--- src/rtl/mem_arbiter_if.sv ---
// Requester and memory-side bus bundle for mem_arbiter.
// The slave view belongs to the arbiter; the master view drives it.
interface mem_arbiter_if #(
   parameter int ADDR_W = 4,
   parameter int DATA_W = 8
);
   logic              a_req;
   logic              a_we;
   logic [ADDR_W-1:0] a_addr;
   logic [DATA_W-1:0] a_wdata;
   logic              a_gnt;
   logic              a_done;
   logic [DATA_W-1:0] a_rdata;

   logic              b_req;
   logic              b_we;
   logic [ADDR_W-1:0] b_addr;
   logic [DATA_W-1:0] b_wdata;
   logic              b_gnt;
   logic              b_done;
   logic [DATA_W-1:0] b_rdata;

   logic              busy;
   logic [ADDR_W-1:0] mem_address_bus;
   logic              mem_enable;
   logic              mem_read_write;
   logic [DATA_W-1:0] mem_data_bus_in;
   logic [DATA_W-1:0] mem_data_bus_out;

   modport slave (
      input  a_req, a_we, a_addr, a_wdata,
      output a_gnt, a_done, a_rdata,
      input  b_req, b_we, b_addr, b_wdata,
      output b_gnt, b_done, b_rdata,
      output busy,
      output mem_address_bus, mem_enable,
      output mem_read_write, mem_data_bus_in,
      input  mem_data_bus_out
   );

   modport master (
      output a_req, a_we, a_addr, a_wdata,
      input  a_gnt, a_done, a_rdata,
      output b_req, b_we, b_addr, b_wdata,
      input  b_gnt, b_done, b_rdata,
      input  busy,
      input  mem_address_bus, mem_enable,
      input  mem_read_write, mem_data_bus_in,
      output mem_data_bus_out
   );
endinterface

--- src/rtl/mem_arbiter.sv ---
// Two-port round-robin arbiter serialising A/B requests onto
// the single-port data memory; one access per three cycles.
module mem_arbiter #(
   parameter int ADDR_W = 4,
   parameter int DATA_W = 8
) (
   input logic          clk,
   input logic          rst_n,
   mem_arbiter_if.slave bus
);
   typedef enum logic [1:0] {
      IDLE,
      ACCESS,
      COMPLETE
   } state_t;

   state_t            state_q;
   logic              last_b_q;
   logic              sel_b_q;
   logic              we_q;
   logic              busy_q;
   logic              a_gnt_q, b_gnt_q;
   logic              a_done_q, b_done_q;
   logic [DATA_W-1:0] a_rdata_q, b_rdata_q;
   logic              mem_en_q;
   logic              mem_rw_q;
   logic [ADDR_W-1:0] mem_addr_q;
   logic [DATA_W-1:0] mem_wdata_q;

   logic              any_req;
   logic              sel_b_d;
   logic              we_d;
   logic [ADDR_W-1:0] addr_d;
   logic [DATA_W-1:0] wdata_d;

   // On a tie, the port not granted last wins.
   always_comb begin
      any_req = bus.a_req | bus.b_req;
      sel_b_d = bus.b_req & (~bus.a_req | ~last_b_q);
      we_d    = sel_b_d ? bus.b_we    : bus.a_we;
      addr_d  = sel_b_d ? bus.b_addr  : bus.a_addr;
      wdata_d = sel_b_d ? bus.b_wdata : bus.a_wdata;
   end

   always_ff @(posedge clk or negedge rst_n) begin
      if (!rst_n) begin
         state_q     <= IDLE;
         last_b_q    <= 1'b1;
         sel_b_q     <= 1'b0;
         we_q        <= 1'b0;
         busy_q      <= 1'b0;
         a_gnt_q     <= 1'b0;
         b_gnt_q     <= 1'b0;
         a_done_q    <= 1'b0;
         b_done_q    <= 1'b0;
         a_rdata_q   <= '0;
         b_rdata_q   <= '0;
         mem_en_q    <= 1'b0;
         mem_rw_q    <= 1'b1;
         mem_addr_q  <= '0;
         mem_wdata_q <= '0;
      end else begin
         a_gnt_q  <= 1'b0;
         b_gnt_q  <= 1'b0;
         a_done_q <= 1'b0;
         b_done_q <= 1'b0;
         unique case (state_q)
            IDLE: begin
               if (any_req) begin
                  state_q     <= ACCESS;
                  busy_q      <= 1'b1;
                  sel_b_q     <= sel_b_d;
                  last_b_q    <= sel_b_d;
                  we_q        <= we_d;
                  a_gnt_q     <= ~sel_b_d;
                  b_gnt_q     <= sel_b_d;
                  mem_en_q    <= 1'b1;
                  mem_rw_q    <= ~we_d;
                  mem_addr_q  <= addr_d;
                  mem_wdata_q <= wdata_d;
               end
            end
            ACCESS: begin
               state_q  <= COMPLETE;
               mem_en_q <= 1'b0;
               mem_rw_q <= 1'b1;
            end
            COMPLETE: begin
               state_q  <= IDLE;
               busy_q   <= 1'b0;
               a_done_q <= ~sel_b_q;
               b_done_q <= sel_b_q;
               // Memory read register is valid during COMPLETE.
               if (!we_q && !sel_b_q) a_rdata_q <= bus.mem_data_bus_out;
               if (!we_q &&  sel_b_q) b_rdata_q <= bus.mem_data_bus_out;
            end
            default: state_q <= IDLE;
         endcase
      end
   end

   assign bus.a_gnt           = a_gnt_q;
   assign bus.b_gnt           = b_gnt_q;
   assign bus.a_done          = a_done_q;
   assign bus.b_done          = b_done_q;
   assign bus.a_rdata         = a_rdata_q;
   assign bus.b_rdata         = b_rdata_q;
   assign bus.busy            = busy_q;
   assign bus.mem_enable      = mem_en_q;
   assign bus.mem_read_write  = mem_rw_q;
   assign bus.mem_address_bus = mem_addr_q;
   assign bus.mem_data_bus_in = mem_wdata_q;
endmodule

--- src/flat_wrapper.sv ---
// flat-port wrapper written by rule: the top's interface ports become plain ports
module mem_arbiter_flat 
#(
   parameter int ADDR_W = 4,
   parameter int DATA_W = 8
)
  (clk, rst_n, bus_a_req, bus_a_we, bus_a_addr, bus_a_wdata, bus_a_gnt, bus_a_done, bus_a_rdata, bus_b_req, bus_b_we, bus_b_addr, bus_b_wdata, bus_b_gnt, bus_b_done, bus_b_rdata, bus_busy, bus_mem_address_bus, bus_mem_enable, bus_mem_read_write, bus_mem_data_bus_in, bus_mem_data_bus_out);
  mem_arbiter_if #(.ADDR_W(ADDR_W), .DATA_W(DATA_W)) bus_i ();
  input logic clk;
  input logic rst_n;
  input wire logic [$bits(bus_i.a_req)-1:0] bus_a_req;
  input wire logic [$bits(bus_i.a_we)-1:0] bus_a_we;
  input wire logic [$bits(bus_i.a_addr)-1:0] bus_a_addr;
  input wire logic [$bits(bus_i.a_wdata)-1:0] bus_a_wdata;
  output wire logic [$bits(bus_i.a_gnt)-1:0] bus_a_gnt;
  output wire logic [$bits(bus_i.a_done)-1:0] bus_a_done;
  output wire logic [$bits(bus_i.a_rdata)-1:0] bus_a_rdata;
  input wire logic [$bits(bus_i.b_req)-1:0] bus_b_req;
  input wire logic [$bits(bus_i.b_we)-1:0] bus_b_we;
  input wire logic [$bits(bus_i.b_addr)-1:0] bus_b_addr;
  input wire logic [$bits(bus_i.b_wdata)-1:0] bus_b_wdata;
  output wire logic [$bits(bus_i.b_gnt)-1:0] bus_b_gnt;
  output wire logic [$bits(bus_i.b_done)-1:0] bus_b_done;
  output wire logic [$bits(bus_i.b_rdata)-1:0] bus_b_rdata;
  output wire logic [$bits(bus_i.busy)-1:0] bus_busy;
  output wire logic [$bits(bus_i.mem_address_bus)-1:0] bus_mem_address_bus;
  output wire logic [$bits(bus_i.mem_enable)-1:0] bus_mem_enable;
  output wire logic [$bits(bus_i.mem_read_write)-1:0] bus_mem_read_write;
  output wire logic [$bits(bus_i.mem_data_bus_in)-1:0] bus_mem_data_bus_in;
  input wire logic [$bits(bus_i.mem_data_bus_out)-1:0] bus_mem_data_bus_out;
  assign bus_i.a_req = bus_a_req;
  assign bus_i.a_we = bus_a_we;
  assign bus_i.a_addr = bus_a_addr;
  assign bus_i.a_wdata = bus_a_wdata;
  assign bus_a_gnt = bus_i.a_gnt;
  assign bus_a_done = bus_i.a_done;
  assign bus_a_rdata = bus_i.a_rdata;
  assign bus_i.b_req = bus_b_req;
  assign bus_i.b_we = bus_b_we;
  assign bus_i.b_addr = bus_b_addr;
  assign bus_i.b_wdata = bus_b_wdata;
  assign bus_b_gnt = bus_i.b_gnt;
  assign bus_b_done = bus_i.b_done;
  assign bus_b_rdata = bus_i.b_rdata;
  assign bus_busy = bus_i.busy;
  assign bus_mem_address_bus = bus_i.mem_address_bus;
  assign bus_mem_enable = bus_i.mem_enable;
  assign bus_mem_read_write = bus_i.mem_read_write;
  assign bus_mem_data_bus_in = bus_i.mem_data_bus_in;
  assign bus_i.mem_data_bus_out = bus_mem_data_bus_out;
  mem_arbiter #(.ADDR_W(ADDR_W), .DATA_W(DATA_W)) u_core (.clk(clk), .rst_n(rst_n), .bus(bus_i));
endmodule
--- config.mk ---
export PLATFORM = sky130hd
export DESIGN_NAME = mem_arbiter_flat
export DESIGN_NICKNAME = d
export VERILOG_FILES = /design/src/rtl/mem_arbiter_if.sv /design/src/rtl/mem_arbiter.sv /design/src/flat_wrapper.sv
export SDC_FILE = /design/constraint.sdc
export NUM_CORES = 1
export LEC_CHECK = 0
export BUFFER_PORTS_ARGS = -buffer_cell sky130_fd_sc_hd__buf_2
export CORE_UTILIZATION = 48
export CTS_CLUSTER_DIAMETER = 120
export DETAILED_ROUTE_END_ITERATION = 6
export PLACE_DENSITY = 0.78
export REMOVE_ABC_BUFFERS = 1
export SYNTH_ARGS = -nofsm -noshare
export SYNTH_HDL_FRONTEND = slang
export SYNTH_SLANG_ARGS = --single-unit
--- constraint.sdc ---
create_clock -name clk -period 2.95 [get_ports clk]
set_input_delay 0.295 -clock clk [delete_from_list [all_inputs] [get_ports clk]]
set_output_delay 0.295 -clock clk [all_outputs]
set_load 0.01 [all_outputs]
==> summary.md <==
| Metric | Value |
|---|---|
| Initial antenna violation count | 0 |
| Final setup fails | 0 |
| RSZ-0062 raised after global routing | no |
| HPWL Detailed | 2.27 mm |
| IO Port Bufs | slightly above 70 |
| Yosys warnings | 0 |
| Vias post-DR | 1174 |
| IO Count | 73 |
| Worst-margin pin slew | 0.858 ns |
| Tot GR Track Use | 0.187 |
| Fin. max-slew vios | 0 |
| Vias per inst | 5.13 |
| Layout cells sized above 1 | 0.578 |
| Mapped Cells | 110 |
| Nets | 222 |
| Total gr overflow | 0 |
| Vias in the first global route | 1088 |
| Post-layout min period | 1.59 ns |
| TritonCTS clock tree | built |
| Mapped cell area | 1630 µm² |
| Lkg Pwr | 0.00110 µW |
| CTS max path bufs | 2 |
| Largest net degree at the start of global routing | 41 |
| Synth Register Bits | 40 |
| Placement Cell Area | 2020 µm² |
| Maximum clock frequency | 0.630 GHz |
| DR WL/cell | roughly 14 µm |
| Post-synth EDFFs | 0 |
| Syn_area_per_cell | 14.8 µm² |
| TNS Setup | 0 ns |
| Clk Latency, worst-skew pair | 0.34 ns |
| Max transition margin | 0.428 |
| Worst min-delay path category | input port to asynchronous set/reset pin |
| Worst EP arrival | 1.81 ns |
| Clock transition at the registers of the reported paths | 0.12 ns |
| Pre-antenna DRT Iters | 4 |
| CP Max Fanout | 14 |
| Outcome | completed |
| Root Buffer | clkbuf_4 |
| Width of the chip | 60.3 µm |
| Crit Path Class | flop to flop |
| Diode count | 0 |
| Cts hold-fix bufs | 0 |
| CP endpoint kind | flop |
| Post-CTS resize count | 0 |
| Post-synthesis sequential area ratio | 0.616 |
| Post-Route WL | between 3 and 4 mm |
| Max-cap violations | 0 |
| Row count | 20 |
| First-pass GRT wire length | 4.85 mm |
| CP startpoint kind | flop |
| Chip height | between 60 and 70 µm |
| Die footprint | around 3600 µm² |
| Total CTS buffers | 5 |
| Post-synth cell types | 23 |
| Final ANT Viol Nets | 0 |
| # DRC | 0 |
| Postcts setup bufs | 0 |
| Max rail drop VDD | between 500 and 600 µV |
| Clock Skew | 0.0119 ns |
| CTS sink cnt | 40 |
| Critical path required time | 3.17 ns |
| Placer Congestion | approximately 0.72 |
| Endpoints failing hold | 0 |
| Initial Util | 0.521 |
| Core area | around 3100 µm² |
| PwrDens | 1030 nW/µm² |
| Synth async-reset ratio | 1.00 |
| H-tree depth | 2 |
| Period utilization | 0.538 |
| Initial DRC count | 27 |
| Final instance area | 2070 µm² |
| Syn-to-layout area delta | 26.7% |
| R2R setup slack | ~1.4 ns |
| Synth Flop Type | dfrtp_1 |
## metal layers
| metal | vias to the layer above | part of all wire | GRT usage |
|---|---|---|---|
| met5 | - | 0 | 0 |
| met4 | 0 | 0.012 | 0.0598 |
| met3 | 6 | 0.094 | 0.0649 |
| met2 | 59 | 0.45 | 0.308 |
| met1 | 559 | 0.44 | 0.229 |
| li1 | 550 | - | - |
## sequential cells by signal, summed over array words and instances (netlist names), 2 cells and up
signal	cells
u_core.bus.a_rdata	8
u_core.bus.b_rdata	8
u_core.bus.mem_data_bus_in	8
u_core.bus.mem_address_bus	4
u_core.state_q	2
## worst paths after layout
kind	startpoint	to	cells after the start
worst min register to register	u_core.bus.busy	u_core.bus.busy	2
worst min-delay path	rst_n	u_core.bus.a_rdata[7]	1
worst max register to register	u_core.last_b_q	u_core.we_q	3
min in group clk	bus_a_wdata[0]	u_core.bus.mem_data_bus_in[0]	2
worst max-delay path	u_core.last_b_q	u_core.we_q	3
max in group asynchronous	rst_n	u_core.bus.busy	1
## area by class of cell
class / count / area, µm²
Fill cell: 257 / 1060
Tap cell: 44 / 55.1
Sequential cell: 40 / 1000
Clock inverter: 1 / 5.00
Inverter: 2 / 7.51
Multi-Input combinational cell: 63 / 589
Clock buffer: 7 / 45.0
Timing Repair Buffer: 72 / 360
## stage by stage
stage | worst slack (ns) | instances | hold WS [ns] | utilization | total power [µW]
after CTS | 1.35 | 229 | 0.0703 | 0.660 | 2150
final | 1.36 | 229 | 0.0518 | 0.660 | 2130
after global placement | 1.35 | 221 | 0.444 | 0.644 | 1860
after detailed placement | 1.30 | 221 | 0.454 | 0.644 | 1890
after floorplan | 1.53 | 105 | -0.000591 | - | 1540
after global routing | 1.22 | 229 | 0.104 | 0.660 | 2280
## synthesized netlist by cell type (2+ instances only)
master     n  area (µm²)
a21o_1     2        15.0
a221o_1   10         100
and3_1    11        68.8
buf_2      3        15.0
dfrtp_1   38         951
dfstp_2    2        52.6
inv_1      2        7.51
mux2_2    14         158
mux2_4     8         120
nand2_1    4        15.0
nand2b_1   3        18.8
nor2_1     2        7.51
## cell families after synthesis
group                  after synthesis  synth area share
DFF                                 40             0.616
and+or+nand+nor                     25            0.0990
muxes                               22             0.170
AOI/OAI and AO/OA                   16            0.0921
buffers and inverters                7            0.0230
## placed cells by master (no fill, tap or decap), drive strengths merged
cell type / netlist / final
a21boi: 1 / 1
nor3: 1 / 1
a21o: 2 / 2
and2: 1 / 1
nand2b: 3 / 3
o21ai: 1 / 1
dfrtp: 38 / 38
dfstp: 2 / 2
nand2: 4 / 4
nor2b: 1 / 1
o211ai: 1 / 1
clkbuf: 1 / 7
o31ai: 1 / 1
and3b: 1 / 1
a221o: 10 / 10
and3: 11 / 11
clkinv: 0 / 1
nor2: 3 / 3
mux2: 22 / 22
buf: 4 / 72
inv: 2 / 2
## worst max-delay path, stage by stage (launching register included)
cell and delay [ns]:
dfstp_2 0.40, a21boi_2 0.42, mux2_2 0.40, mux2_2 0.26
## power breakdown
part	total, µW	internal (µW)	switching [µW]
clock network	257	93.0	164
logic	889	472	418
registers	983	818	165
Note: power is estimated with default switching activity, not from simulation.
